## src/rtl/forward_hazard_ctrl_if.sv

```systemverilog
// Pipeline-side signal bundle for the forwarding/hazard controller.
// The master drives ID/EX status into the controller; the slave returns the selects and stalls.
interface forward_hazard_ctrl_if;
    logic [4:0]  Rs1D;
    logic [4:0]  Rs2D;
    logic [4:0]  RdD;
    logic        RegWriteD;
    logic        LoadD;
    logic        PCSrcE;
    logic        MemWait;
    logic [1:0]  ForwardAE;
    logic [1:0]  ForwardBE;
    logic        StallF;
    logic        StallD;
    logic        StallEMW;
    logic        FlushD;
    logic        FlushE;
    logic [15:0] StallCount;

    modport master (
        output Rs1D, Rs2D, RdD, RegWriteD, LoadD, PCSrcE, MemWait,
        input  ForwardAE, ForwardBE, StallF, StallD, StallEMW, FlushD, FlushE, StallCount
    );

    modport slave (
        input  Rs1D, Rs2D, RdD, RegWriteD, LoadD, PCSrcE, MemWait,
        output ForwardAE, ForwardBE, StallF, StallD, StallEMW, FlushD, FlushE, StallCount
    );
endinterface

```

## src/rtl/forward_hazard_ctrl.sv

```systemverilog
// Forwarding and hazard control for a 5-stage pipeline, tracking E/M/W in a shadow pipeline.
// Produces EX operand forward selects, stall/flush controls and a saturating load-use counter.
module forward_hazard_ctrl (
    input  logic                  clk,
    input  logic                  reset,
    forward_hazard_ctrl_if.slave  bus_if
);

    typedef struct packed {
        logic       valid;
        logic [4:0] rd;
        logic       regwrite;
        logic       load;
    } stage_t;

    localparam stage_t Bubble = '0;

    stage_t      e_q, e_d, m_q, m_d, w_q, w_d;
    logic [4:0]  rs1e_q, rs1e_d, rs2e_q, rs2e_d;
    logic [15:0] stall_count_q, stall_count_d;
    logic        lw_stall;

    // MEM result wins over WB; x0 never matches.
    function automatic logic [1:0] fwd_sel(input logic [4:0] rs, input stage_t m,
                                           input stage_t w);
        if (m.valid && m.regwrite && (m.rd != 5'd0) && (m.rd == rs)) return 2'b10;
        if (w.valid && w.regwrite && (w.rd != 5'd0) && (w.rd == rs)) return 2'b01;
        return 2'b00;
    endfunction

    assign lw_stall = e_q.valid && e_q.load && (e_q.rd != 5'd0) &&
                      ((e_q.rd == bus_if.Rs1D) || (e_q.rd == bus_if.Rs2D));

    assign bus_if.ForwardAE  = fwd_sel(rs1e_q, m_q, w_q);
    assign bus_if.ForwardBE  = fwd_sel(rs2e_q, m_q, w_q);
    assign bus_if.StallCount = stall_count_q;

    always_comb begin
        bus_if.StallF   = 1'b0;
        bus_if.StallD   = 1'b0;
        bus_if.StallEMW = 1'b0;
        bus_if.FlushD   = 1'b0;
        bus_if.FlushE   = 1'b0;
        e_d             = e_q;
        m_d             = m_q;
        w_d             = w_q;
        rs1e_d          = rs1e_q;
        rs2e_d          = rs2e_q;
        stall_count_d   = stall_count_q;

        if (bus_if.MemWait) begin
            bus_if.StallF   = 1'b1;
            bus_if.StallD   = 1'b1;
            bus_if.StallEMW = 1'b1;
        end else if (bus_if.PCSrcE) begin
            bus_if.FlushD = 1'b1;
            bus_if.FlushE = 1'b1;
            e_d           = Bubble;
            rs1e_d        = 5'd0;
            rs2e_d        = 5'd0;
            m_d           = e_q;
            w_d           = m_q;
        end else if (lw_stall) begin
            bus_if.StallF = 1'b1;
            bus_if.StallD = 1'b1;
            bus_if.FlushE = 1'b1;
            e_d           = Bubble;
            rs1e_d        = 5'd0;
            rs2e_d        = 5'd0;
            m_d           = e_q;
            w_d           = m_q;
            if (stall_count_q != 16'hFFFF) stall_count_d = stall_count_q + 16'd1;
        end else begin
            e_d    = '{valid: 1'b1, rd: bus_if.RdD, regwrite: bus_if.RegWriteD,
                       load: bus_if.LoadD};
            rs1e_d = bus_if.Rs1D;
            rs2e_d = bus_if.Rs2D;
            m_d    = e_q;
            w_d    = m_q;
        end
    end

    always_ff @(posedge clk) begin
        if (reset) begin
            e_q           <= Bubble;
            m_q           <= Bubble;
            w_q           <= Bubble;
            rs1e_q        <= 5'd0;
            rs2e_q        <= 5'd0;
            stall_count_q <= 16'd0;
        end else begin
            e_q           <= e_d;
            m_q           <= m_d;
            w_q           <= w_d;
            rs1e_q        <= rs1e_d;
            rs2e_q        <= rs2e_d;
            stall_count_q <= stall_count_d;
        end
    end

endmodule

```

## src/flat_wrapper.sv

```systemverilog
// flat-port wrapper written by rule: the top's interface ports become plain ports
module forward_hazard_ctrl_flat 
  (clk, reset, bus_if_Rs1D, bus_if_Rs2D, bus_if_RdD, bus_if_RegWriteD, bus_if_LoadD, bus_if_PCSrcE, bus_if_MemWait, bus_if_ForwardAE, bus_if_ForwardBE, bus_if_StallF, bus_if_StallD, bus_if_StallEMW, bus_if_FlushD, bus_if_FlushE, bus_if_StallCount);
  forward_hazard_ctrl_if bus_if_i ();
  input  logic clk;
  input  logic reset;
  input wire logic [$bits(bus_if_i.Rs1D)-1:0] bus_if_Rs1D;
  input wire logic [$bits(bus_if_i.Rs2D)-1:0] bus_if_Rs2D;
  input wire logic [$bits(bus_if_i.RdD)-1:0] bus_if_RdD;
  input wire logic [$bits(bus_if_i.RegWriteD)-1:0] bus_if_RegWriteD;
  input wire logic [$bits(bus_if_i.LoadD)-1:0] bus_if_LoadD;
  input wire logic [$bits(bus_if_i.PCSrcE)-1:0] bus_if_PCSrcE;
  input wire logic [$bits(bus_if_i.MemWait)-1:0] bus_if_MemWait;
  output wire logic [$bits(bus_if_i.ForwardAE)-1:0] bus_if_ForwardAE;
  output wire logic [$bits(bus_if_i.ForwardBE)-1:0] bus_if_ForwardBE;
  output wire logic [$bits(bus_if_i.StallF)-1:0] bus_if_StallF;
  output wire logic [$bits(bus_if_i.StallD)-1:0] bus_if_StallD;
  output wire logic [$bits(bus_if_i.StallEMW)-1:0] bus_if_StallEMW;
  output wire logic [$bits(bus_if_i.FlushD)-1:0] bus_if_FlushD;
  output wire logic [$bits(bus_if_i.FlushE)-1:0] bus_if_FlushE;
  output wire logic [$bits(bus_if_i.StallCount)-1:0] bus_if_StallCount;
  assign bus_if_i.Rs1D = bus_if_Rs1D;
  assign bus_if_i.Rs2D = bus_if_Rs2D;
  assign bus_if_i.RdD = bus_if_RdD;
  assign bus_if_i.RegWriteD = bus_if_RegWriteD;
  assign bus_if_i.LoadD = bus_if_LoadD;
  assign bus_if_i.PCSrcE = bus_if_PCSrcE;
  assign bus_if_i.MemWait = bus_if_MemWait;
  assign bus_if_ForwardAE = bus_if_i.ForwardAE;
  assign bus_if_ForwardBE = bus_if_i.ForwardBE;
  assign bus_if_StallF = bus_if_i.StallF;
  assign bus_if_StallD = bus_if_i.StallD;
  assign bus_if_StallEMW = bus_if_i.StallEMW;
  assign bus_if_FlushD = bus_if_i.FlushD;
  assign bus_if_FlushE = bus_if_i.FlushE;
  assign bus_if_StallCount = bus_if_i.StallCount;
  forward_hazard_ctrl u_core (.clk(clk), .reset(reset), .bus_if(bus_if_i));
endmodule
```

## config.mk

```make
export PLATFORM = sky130hd
export DESIGN_NAME = forward_hazard_ctrl_flat
export DESIGN_NICKNAME = d
export VERILOG_FILES = /design/src/rtl/forward_hazard_ctrl_if.sv /design/src/rtl/forward_hazard_ctrl.sv /design/src/flat_wrapper.sv
export SDC_FILE = /design/constraint.sdc
export NUM_CORES = 1
export LEC_CHECK = 0
export CAP_MARGIN = 20
export CORE_MARGIN = 5
export CORE_UTILIZATION = 51
export CTS_CLUSTER_DIAMETER = 60
export DETAILED_ROUTE_END_ITERATION = 16
export PLACE_DENSITY = 0.85
export SYNTH_ARGS = -nofsm -noshare
export SYNTH_HDL_FRONTEND = slang
export SYNTH_SLANG_ARGS = --single-unit
```

## constraint.sdc

```tcl
create_clock -name clk -period 2.5 [get_ports clk]
set_input_delay 0.5 -clock clk [delete_from_list [all_inputs] [get_ports clk]]
set_output_delay 0.5 -clock clk [all_outputs]
set_load 0.05 [all_outputs]
```

==> flow_summary_export.csv <==
group,metric,value,unit
sta,finalCriticalPeriod,2.57,ns
sta,fmax,0.389,GHz
routing,vias,2117,
setup_path,startpoint_type,"flip-flop",
setup_path,crit_required,2.00,ns
global_routing,antenna_found_initial,0,
layout,final_common_cell,"dfxtp_1",
worst_hold_path,min_path_type,"reg -> reg",
setup_path,path_cells,"or4_4 > o211ai_1 > buf_4 > nor4_4 > nor4_4 > buf_12",
routing,drt_wl_total,5930,um
synthesis,synth_edf_count,0,
layout,mostFrequentLayoutCells,"42 x dfxtp_1, 36 x clkdlybuf4s50_1, 31 x nor2_1",
sta,final.setup.worst_slack,-0.0695,ns
power_and_ir_drop,vdd_drop_max,0.408,mV
clocking,cts_tree,"done",
clocking,cts_buffers,5,
clocking,clock_sink_count,48,
power_and_ir_drop,power.share.clock,33.2,%
sta,fin_skew,0.00650,ns
setup_path,r2r_start,"u_core.bus_if.StallCount[0]",
setup_path,crit_arrival,2.07,ns
synthesis,seq_area_frac_synth,40.2,%
global_routing,grt_pass1_wl,9750,um
synthesis,avgSynthCellArea,9.13,um2
synthesis,syn_area,2390,um2
routing,wl_per_cell,16.2,um
floorplan,die_area,6160,um2
clocking,path_clk_slew,0.09,ns
synthesis,netlist_instances,262,
clocking,clockBufferDepth,2,
floorplan,ios,46,
routing,firstDrtPassIters,4,
sta,hold_violations,0,
synthesis,synth_compound_area_share,12.4,%
sta,tightest_slew,0.523,ns
sta,min_period_over_period,103,%
power_and_ir_drop,p_sw_share,25.7,%
setup_path,rrSetupSlack,0.49,ns
layout,antennaDiodeCount,0,
setup_path,cpLargestDelayFamily,"simple AND/OR/NAND/NOR gates",
synthesis,ys_ff_latch,48,
layout,ff_latch_area,971,um2
placed_design,place_congestion,0.834,
setup_path,path_common_cell,"nor4_4",
clocking,htreeDepth,2,
power_and_ir_drop,power_frac_seq,54.1,%
routing,drtAntennaViolNets,0,
clocking,ctsRootBufferMaster,"clkbuf_8",
outcome,status,"finished, violations left",
global_routing,gr-usage-all-layers,19.9,%
sta,fin_tns_setup,-0.0695,ns
layout,fillers,356,
global_routing,overflow,0,
sta,timing.slew.headroom,65.0,%
sta,drv_slew,0,
clocking,ctsHoldBuffers,0,
global_routing,grt_pass1_vias,1998,
layout,fin_area,3190,um2
layout,nNetsFinal,334,
floorplan,rows,25,
setup_path,critPathCaptureType,"output pin",
power_and_ir_drop,p_int,1100,uW
setup_path,path_buf_inv,2,
setup_path,slowest_stage,"or4_4",
synthesis,synth_fa_ha_area_share,0.523,%
worst_hold_path,worstHoldStart,"u_core.e_q[1]",
sta,grt_setup_unrepaired,"yes",
power_and_ir_drop,power_density,464,nW/um2
synthesis,synth_warnings,0,
global_routing,grt_max_degree,26,
setup_path,crit_path_max_incr_delay,0.52,ns
placed_design,hpwl,4180,um
flow_run,drv_cap,0,
sta,setup_violations,1,
synthesis,syn_nets,284,
outcome,violations,"setup timing",
floorplan,start_util,51.7,%
floorplan,die_width,78.5,um
layout,final_layout_size_suffix_gt1_share,18.5,%
power_and_ir_drop,comb_power_share,12.7,%
placed_design,pre_cts_slack,-0.0420,ns
floorplan,core,4630,um2
synthesis,synth-simple-area-share,22.1,%
synthesis,synth_mux_area_share,10.0,%
placed_design,port_buffers,45,
clocking,insertion_delay,0.31,ns
synthesis,async_reset_ff_share,0,%
floorplan,dieHeight,78.5,um
placed_design,placed_cell_area,3010,um2
synthesis,synth_cell_types,35,
setup_path,cp-startpoint,"u_core.m_q[2]",
setup_path,cp_max_fo,2,
routing,drt-initial-drc-count,186,
setup_path,worstSetupPathType,"reg -> out",
power_and_ir_drop,p_leak,0.00128,uW
layout,area_delta_synth_final,33.2,%
routing,drc,0,
synthesis,synth_top_family_by_area,"simple AND/OR/NAND/NOR gates",
layout,multi_input_area,1410,um2
synthesis,ys.flop_type,"dfxtp_1",
synthesis,synth_xor_area_share,11.0,%
routing,routed_via_density,5.77,
power_and_ir_drop,switching_power,380,uW
==> synthesized netlist by cell type (3+ instances only) <==
cell type  number  area (um2)
dfxtp_1        48         961
nor2_1         31         116
xor2_1         22         193
a22o_1         17         149
mux2i_1        15         150
nand3_1        13        65.1
nor3_1         12        60.1
nor2b_1         9        56.3
or4_1           9        67.6
a21oi_1         8        40.0
mux2_2          8        90.1
xnor2_1         8        70.1
buf_2           6        30.0
clkbuf_1        6        22.5
nand4_1         6        37.5
nor4_1          6        37.5
nand2_1         5        18.8
o31ai_1         5        37.5
nand2b_1        4        25.0
buf_1           3        11.3
inv_1           3        11.3
==> layer usage <==
metal	vias to the layer above	track usage [%]	routed length, um	share of wire [%]
met4	0	5.77	92	1.6
li1	1042	-	-	-
met2	49	31.8	2860	48
met3	10	3.90	223	3.8
met1	1016	27.3	2760	47
met5	-	0	0	0
==> sequential cells by signal (all words and copies together), names as in the netlist <==
signal,cells
u_core.m_q,7
u_core.w_q,7
u_core.rs2e_q,5
u_core.bus_if.StallCount,16
u_core.e_q,8
u_core.rs1e_q,5
==> power groups by stage <==
| stage | sequential [uW] | combinational [uW] | clock [uW] |
|---|---|---|---|
| 2_1_floorplan | 812 | 109 | 0 |
| 3_3_place_gp | 817 | 175 | 0 |
| 4_1_cts | 800 | 181 | 497 |
| 6_report | 800 | 188 | 490 |
| 5_1_grt | 803 | 203 | 530 |
| 3_5_place_dp | 818 | 179 | 0 |
==> area by class of cell <==
type | instances | area share (%)
Sequential cell | 48 | 30.5
Inverter | 3 | 0.353
Timing Repair Buffer | 60 | 19.7
Multi-Input combinational cell | 194 | 44.3
Clock buffer | 6 | 2.59
Clock inverter | 2 | 0.471
Tap cell | 54 | 2.12
==> stage by stage <==
step / hold slack (ns) / std cells / util (%) / total power [uW]
global route: 0.553 / 367 / 68.8 / 1540
detailed placement: 0.464 / 354 / 64.9 / 996
finish: 0.486 / 367 / 68.8 / 1480
floorplan: 0.441 / 262 / - / 921
CTS: 0.484 / 362 / 67.5 / 1480
global placement: 0.463 / 354 / 64.9 / 992
==> path summary, 6_finish.rpt <==
| kind | to | depth (start not counted) |
|---|---|---|
| worst max-delay path | bus_if_ForwardBE[0] | 6 |
| worst min register to register | u_core.e_q[1] | 1 |
| worst max register to register | u_core.bus_if.StallCount[3] | 6 |
| worst min-delay path | u_core.e_q[1] | 1 |
==> logic make-up (layout without fill, tap and decap cells) <==
group / count (synthesis) / in the layout
and+or+nand+nor: 101 / 101
DFF: 48 / 48
AOI/OAI and AO/OA: 39 / 39
xor gates and xnor gates: 30 / 30
muxes: 23 / 23
buffers and inverters: 20 / 71
adders and majority gates: 1 / 1
==> worst reg2reg max path: stages, from the launching register on <==
cell and delay [ns]:
dfxtp_1 0.36, ha_1 0.25, nand3_1 0.09, nor4_1 0.07, or3_1 0.50, or4_1 0.53
a21oi_1 0.15
==> what timing repair did <==
item,CTS,global route
pin swaps,3,4
setup endpoints to repair,5,5
gates resized for setup,8,7
setup buffers,0,5
(Power assumes the default switching activity.)
